[src/rtl/cdc_rx_buffer.sv]
// Receive-side elastic buffer: absorbs a free-running valid/data stream and re-presents it as valid/ready.
// Latency: a push reaches o_data one cycle later; the source cannot be stalled, so pushes into a full buffer are dropped and counted.
module cdc_rx_buffer #(
    parameter int DEPTH       = 16,
    parameter int WIDTH       = 32,
    parameter int AFULL_LEVEL = DEPTH - 4
) (
    input  logic                       i_clk,
    input  logic                       i_clk_rst,
    input  logic                       i_data_vld,
    input  logic [WIDTH-1:0]           i_data,
    output logic                       o_data_vld,
    output logic [WIDTH-1:0]           o_data,
    input  logic                       i_data_rdy,
    output logic [$clog2(DEPTH):0]     o_level,
    output logic                       o_afull,
    output logic                       o_overflow,
    output logic [15:0]                o_drop_count,
    input  logic                       i_clr_overflow
);

    localparam int AW = $clog2(DEPTH);
    localparam int LW = AW + 1;
    localparam logic [LW-1:0] FULL_LVL  = LW'(DEPTH);
    localparam logic [LW-1:0] AFULL_LVL = LW'(AFULL_LEVEL);

    logic [WIDTH-1:0] mem_q [DEPTH];
    logic [AW-1:0]    wr_ptr_q, wr_ptr_d;
    logic [AW-1:0]    rd_ptr_q, rd_ptr_d;
    logic [LW-1:0]    level_q, level_d;
    logic             ovf_q, ovf_d;
    logic [15:0]      drop_cnt_q, drop_cnt_d;
    logic             full, push, pop, drop;

    assign full       = (level_q == FULL_LVL);
    assign o_data_vld = (level_q != '0);
    assign pop        = o_data_vld & i_data_rdy;
    // A pop in the same cycle frees the slot, so a full buffer still accepts.
    assign push       = i_data_vld & (~full | pop);
    assign drop       = i_data_vld & full & ~pop;

    assign o_data       = mem_q[rd_ptr_q];
    assign o_level      = level_q;
    assign o_afull      = (level_q >= AFULL_LVL);
    assign o_overflow   = ovf_q;
    assign o_drop_count = drop_cnt_q;

    always_comb begin
        wr_ptr_d   = wr_ptr_q;
        rd_ptr_d   = rd_ptr_q;
        level_d    = level_q;
        ovf_d      = ovf_q;
        drop_cnt_d = drop_cnt_q;
        if (push) begin
            wr_ptr_d = wr_ptr_q + AW'(1);
        end
        if (pop) begin
            rd_ptr_d = rd_ptr_q + AW'(1);
        end
        case ({push, pop})
            2'b10:   level_d = level_q + LW'(1);
            2'b01:   level_d = level_q - LW'(1);
            default: level_d = level_q;
        endcase
        // A drop coinciding with a clear must survive the clear.
        if (i_clr_overflow) begin
            ovf_d      = drop;
            drop_cnt_d = {15'd0, drop};
        end else if (drop) begin
            ovf_d = 1'b1;
            if (drop_cnt_q != 16'hFFFF) begin
                drop_cnt_d = drop_cnt_q + 16'd1;
            end
        end
    end

    always_ff @(posedge i_clk) begin
        if (i_clk_rst) begin
            wr_ptr_q   <= '0;
            rd_ptr_q   <= '0;
            level_q    <= '0;
            ovf_q      <= 1'b0;
            drop_cnt_q <= 16'd0;
        end else begin
            wr_ptr_q   <= wr_ptr_d;
            rd_ptr_q   <= rd_ptr_d;
            level_q    <= level_d;
            ovf_q      <= ovf_d;
            drop_cnt_q <= drop_cnt_d;
        end
    end

    always_ff @(posedge i_clk) begin
        if (!i_clk_rst && push) begin
            mem_q[wr_ptr_q] <= i_data;
        end
    end

endmodule

[config.mk]
export PLATFORM = sky130hd
export DESIGN_NAME = cdc_rx_buffer
export DESIGN_NICKNAME = d
export VERILOG_FILES = /design/src/rtl/cdc_rx_buffer.sv
export SDC_FILE = /design/constraint.sdc
export NUM_CORES = 1
export LEC_CHECK = 0
export CAP_MARGIN = 40
export CORE_MARGIN = 5
export CORE_UTILIZATION = 36
export CTS_CLUSTER_DIAMETER = 80
export DETAILED_ROUTE_END_ITERATION = 12
export SYNTH_ARGS = -nofsm -noshare
export SYNTH_HDL_FRONTEND = slang
export SYNTH_SLANG_ARGS = --single-unit
[constraint.sdc]
create_clock -name i_clk -period 9.6 [get_ports i_clk]
set_clock_uncertainty 0.1 [all_clocks]
set_input_delay 2.88 -clock i_clk [delete_from_list [all_inputs] [get_ports i_clk]]
set_output_delay 2.88 -clock i_clk [all_outputs]
set_load 0.02 [all_outputs]
==> run_results.csv <==
group,metric,value,unit
yosys,netlist_area,0.0211,mm^2
critical_path,arrival,3820,ps
cts,post-cts-setup-buffers,0,
grt,antenna_found_initial,3,
grt,grtUsageTotal,14.5,%
pwr,clockPowerShare,35.3,%
floorplan,die_y,252,um
sta,fin_crit,6800,ps
pwr,p_sw_share,24.5,%
floorplan,start_util,36.5,%
floorplan,die_area,0.0635,mm^2
placed_design,port_buffers,92,
drt,drc_errors,0,
critical_path,crit_path_max_fanout,104,
pwr,ir_drop,0.199,mV
sta,rsz0062_at_grt,"no",
pwr,switching_power,1440,uW
sta,tightest_slew,916,ps
yosys,synth.distinct_cells,51,
yosys,yosys.area.top_type_share,73.0,%
critical_path,worstSetupPathType,"reg -> out",
cts,numCtsBuffers,55,
grt,grt_max_degree,105,
pwr,p_int,4440,uW
cts,cts_tree,"done",
cts,path_clk_slew,60,ps
placed_design,dp_hpwl,22600,um
cts,clk_path_buf_depth,3,
yosys,synthArstFlopShare,0,%
drt,first_pass_iters,4,
pwr,finalPower,5880,uW
pwr,power_density,237,mW/mm^2
grt,gr-total-overflow,0,
sta,setup_violations,0,
yosys,synth_cells,946,
drt,vias,9929,
cts,cts_resized,0,
sta,relSlewSlack,38.9,%
placed_design,gp_congestion,0.723,
cts,htreeDepth,2,
layout,nets,1119,
sta,finalCritPeriodShare,70.8,%
yosys,synth_nets,990,
critical_path,critPathMaxStageDelay,680,ps
yosys,ys_seq_area_share,76.2,%
status,status,"finished clean",
drt,routed_wl,45700,um
placed_design,pre_cts_ws,3320,ps
cts,clock_latency,600,ps
floorplan,ios,93,
pwr,combPwrFrac,18.6,%
pwr,p_leak,0.00743,uW
yosys,synthFlopType,"edfxtp_1",
sta,setup_ws,2800,ps
layout,fillers,4945,
yosys,avgSynthCellArea,22.3,um^2
cts,cts_sinks,546,
layout,syn_to_final_growth,17.9,%
critical_path,end_kind,"output port",
sta,fmax,147,MHz
sta,hold_viol_final,0,
drt,detail_route.wl_per_cell,24.3,um
critical_path,cpMostUsedCell,"mux4_2",
drt,via_per_inst,5.28,
pwr,p_seq_share,46.1,%
sta,fin_setup_tns,0,ps
yosys,netlist_top_cells_area,"edfxtp_1 73%, mux4_2 17%, dfxtp_1 3.2%",
sta,slew_violations,0,
layout,drive_gt1_share,25.6,%
drt,drt-initial-drc-count,702,
floorplan,core,0.0578,mm^2
cts,holdBufCountCts,0,
floorplan,rows,88,
floorplan,die_w,252,um
grt,grt_pass1_wl,68800,um
flow_run,maxCapViolCount,0,
worst_hold_path,hp-class,"reg -> reg",
grt,grt_pass1_vias,10600,
layout,fin_cells,1882,
yosys,synth-seq-cells,546,
critical_path,crit_slowest_cell,"dfxtp_4",
yosys,ys_warn_count,0,
critical_path,path_cells,"buf_12, mux4_2, mux4_2, clkdlybuf4s50_1",
critical_path,startpoint_type,"flop",
yosys,synth_edf_count,512,
critical_path,worstPathRequired,6620,ps
drt,ant_nets,0,
placed_design,dp.cells,1783,
layout,fin_util,43.0,%
yosys,yosysTopAreaCell,"edfxtp_1",
cts,clockRootBuffer,"clkbuf_16",
[power groups by stage]
stage                     Clock [uW]  Combinational [uW]  Sequential, uW
after floorplan                    0                 814            2720
after global placement             0                1110            2770
after detailed placement           0                1120            2770
after CTS                       2130                1120            2720
after global routing            2240                1180            2720
final                           2080                1090            2720
[metrics by stage]
step | instance area [um^2] | hold slack [ps]
after detailed placement | 23100 | 376
after floorplan | 21100 | 368
after CTS | 24800 | 386
after global routing | 24800 | 398
final | 24800 | 391
after global placement | 23100 | 364
[sequential cells by signal, summed over array words and instances (netlist names), named ones only]
register / cells
rd_ptr_q: 4
o_drop_count: 16
mem_q: 512
wr_ptr_q: 4
o_level: 5
o_overflow: 1
[cells in the final DEF (no fill, tap or decap), types with 12 or more instances in the layout]
cell | Yosys | final
nand2_1 | 23 | 23
buf_4 | 0 | 22
clkinv_1 | 0 | 13
nor2_1 | 30 | 14
a21oi_1 | 14 | 14
nor2_4 | 0 | 16
clkbuf_16 | 0 | 56
dfxtp_1 | 34 | 30
edfxtp_1 | 512 | 512
nand3_1 | 12 | 12
clkbuf_1 | 26 | 13
clkdlybuf4s50_1 | 0 | 92
mux4_2 | 160 | 160
[synth_stat cells (2+ instances only)]
library cell and instances:
dfxtp_1 34, xor2_1 3, mux2_2 2, buf_1 13, a21boi_0 2, clkbuf_8 2, edfxtp_1 512, nor3_1 5
nor2_1 30, o311ai_0 2, or2_2 2, or4_1 9, clkbuf_1 26, a21oi_1 14, xnor2_1 2, nand4_1 5
nand3b_1 3, mux2i_1 6, buf_6 3, mux4_2 160, nand2b_1 5, o21a_1 4, nand3_1 12, or4_4 2
or3_1 5, o211ai_1 4, and3_1 4, inv_1 9, o31ai_1 8, nor2b_1 2, ha_1 7, o21ai_0 5
nor4_1 3, nand2_1 23, nor3b_1 2
[final timing paths]
check | start | end | slack, ps | depth (start not counted)
worst max register to register | o_level[0] | o_drop_count[12] | 6960 | 4
worst min-delay path | o_overflow | o_overflow | 390 | 2
worst max-delay path | flop | o_data[27] | 2800 | 4
worst min register to register | o_overflow | o_overflow | 390 | 2
[cell type report]
cell class / instances / area [um^2] / share of cell area, %
clock buffer: 69 / 1450 / 5.84
timing repair buffer: 117 / 1130 / 4.55
antenna: 3 / 7.51 / 0.0302
tap: 765 / 957 / 3.85
inverter: 9 / 33.8 / 0.136
sequential: 546 / 16100 / 64.7
clock inverter: 27 / 293 / 1.18
multi-input combinational: 346 / 4900 / 19.7
[cell families after synthesis]
| logic type | Yosys count | share of synthesized area (%) |
|---|---|---|
| and+or+nand+nor | 116 | 2.90 |
| buffers and inverters | 54 | 1.17 |
| xor gates and xnor gates | 5 | 0.208 |
| DFF | 546 | 76.2 |
| adders and majority gates | 7 | 0.416 |
| AOI/OAI and AO/OA | 50 | 1.63 |
| muxes | 168 | 17.5 |
[layer usage]
layer  GRT usage, %  routed length (um)
met1           19.8               19600
met2           24.2               22900
met3           2.92                2270
met4           3.24                 841
met5              0                   0
[critical path: cells and delay by family (launching register included)]
family | cells | cell delay [ps]
buffers and inverters | 2 | 1260
multiplexers | 2 | 1150
flip-flops | 1 | 680
Note: power is estimated with default switching activity, not from simulation.
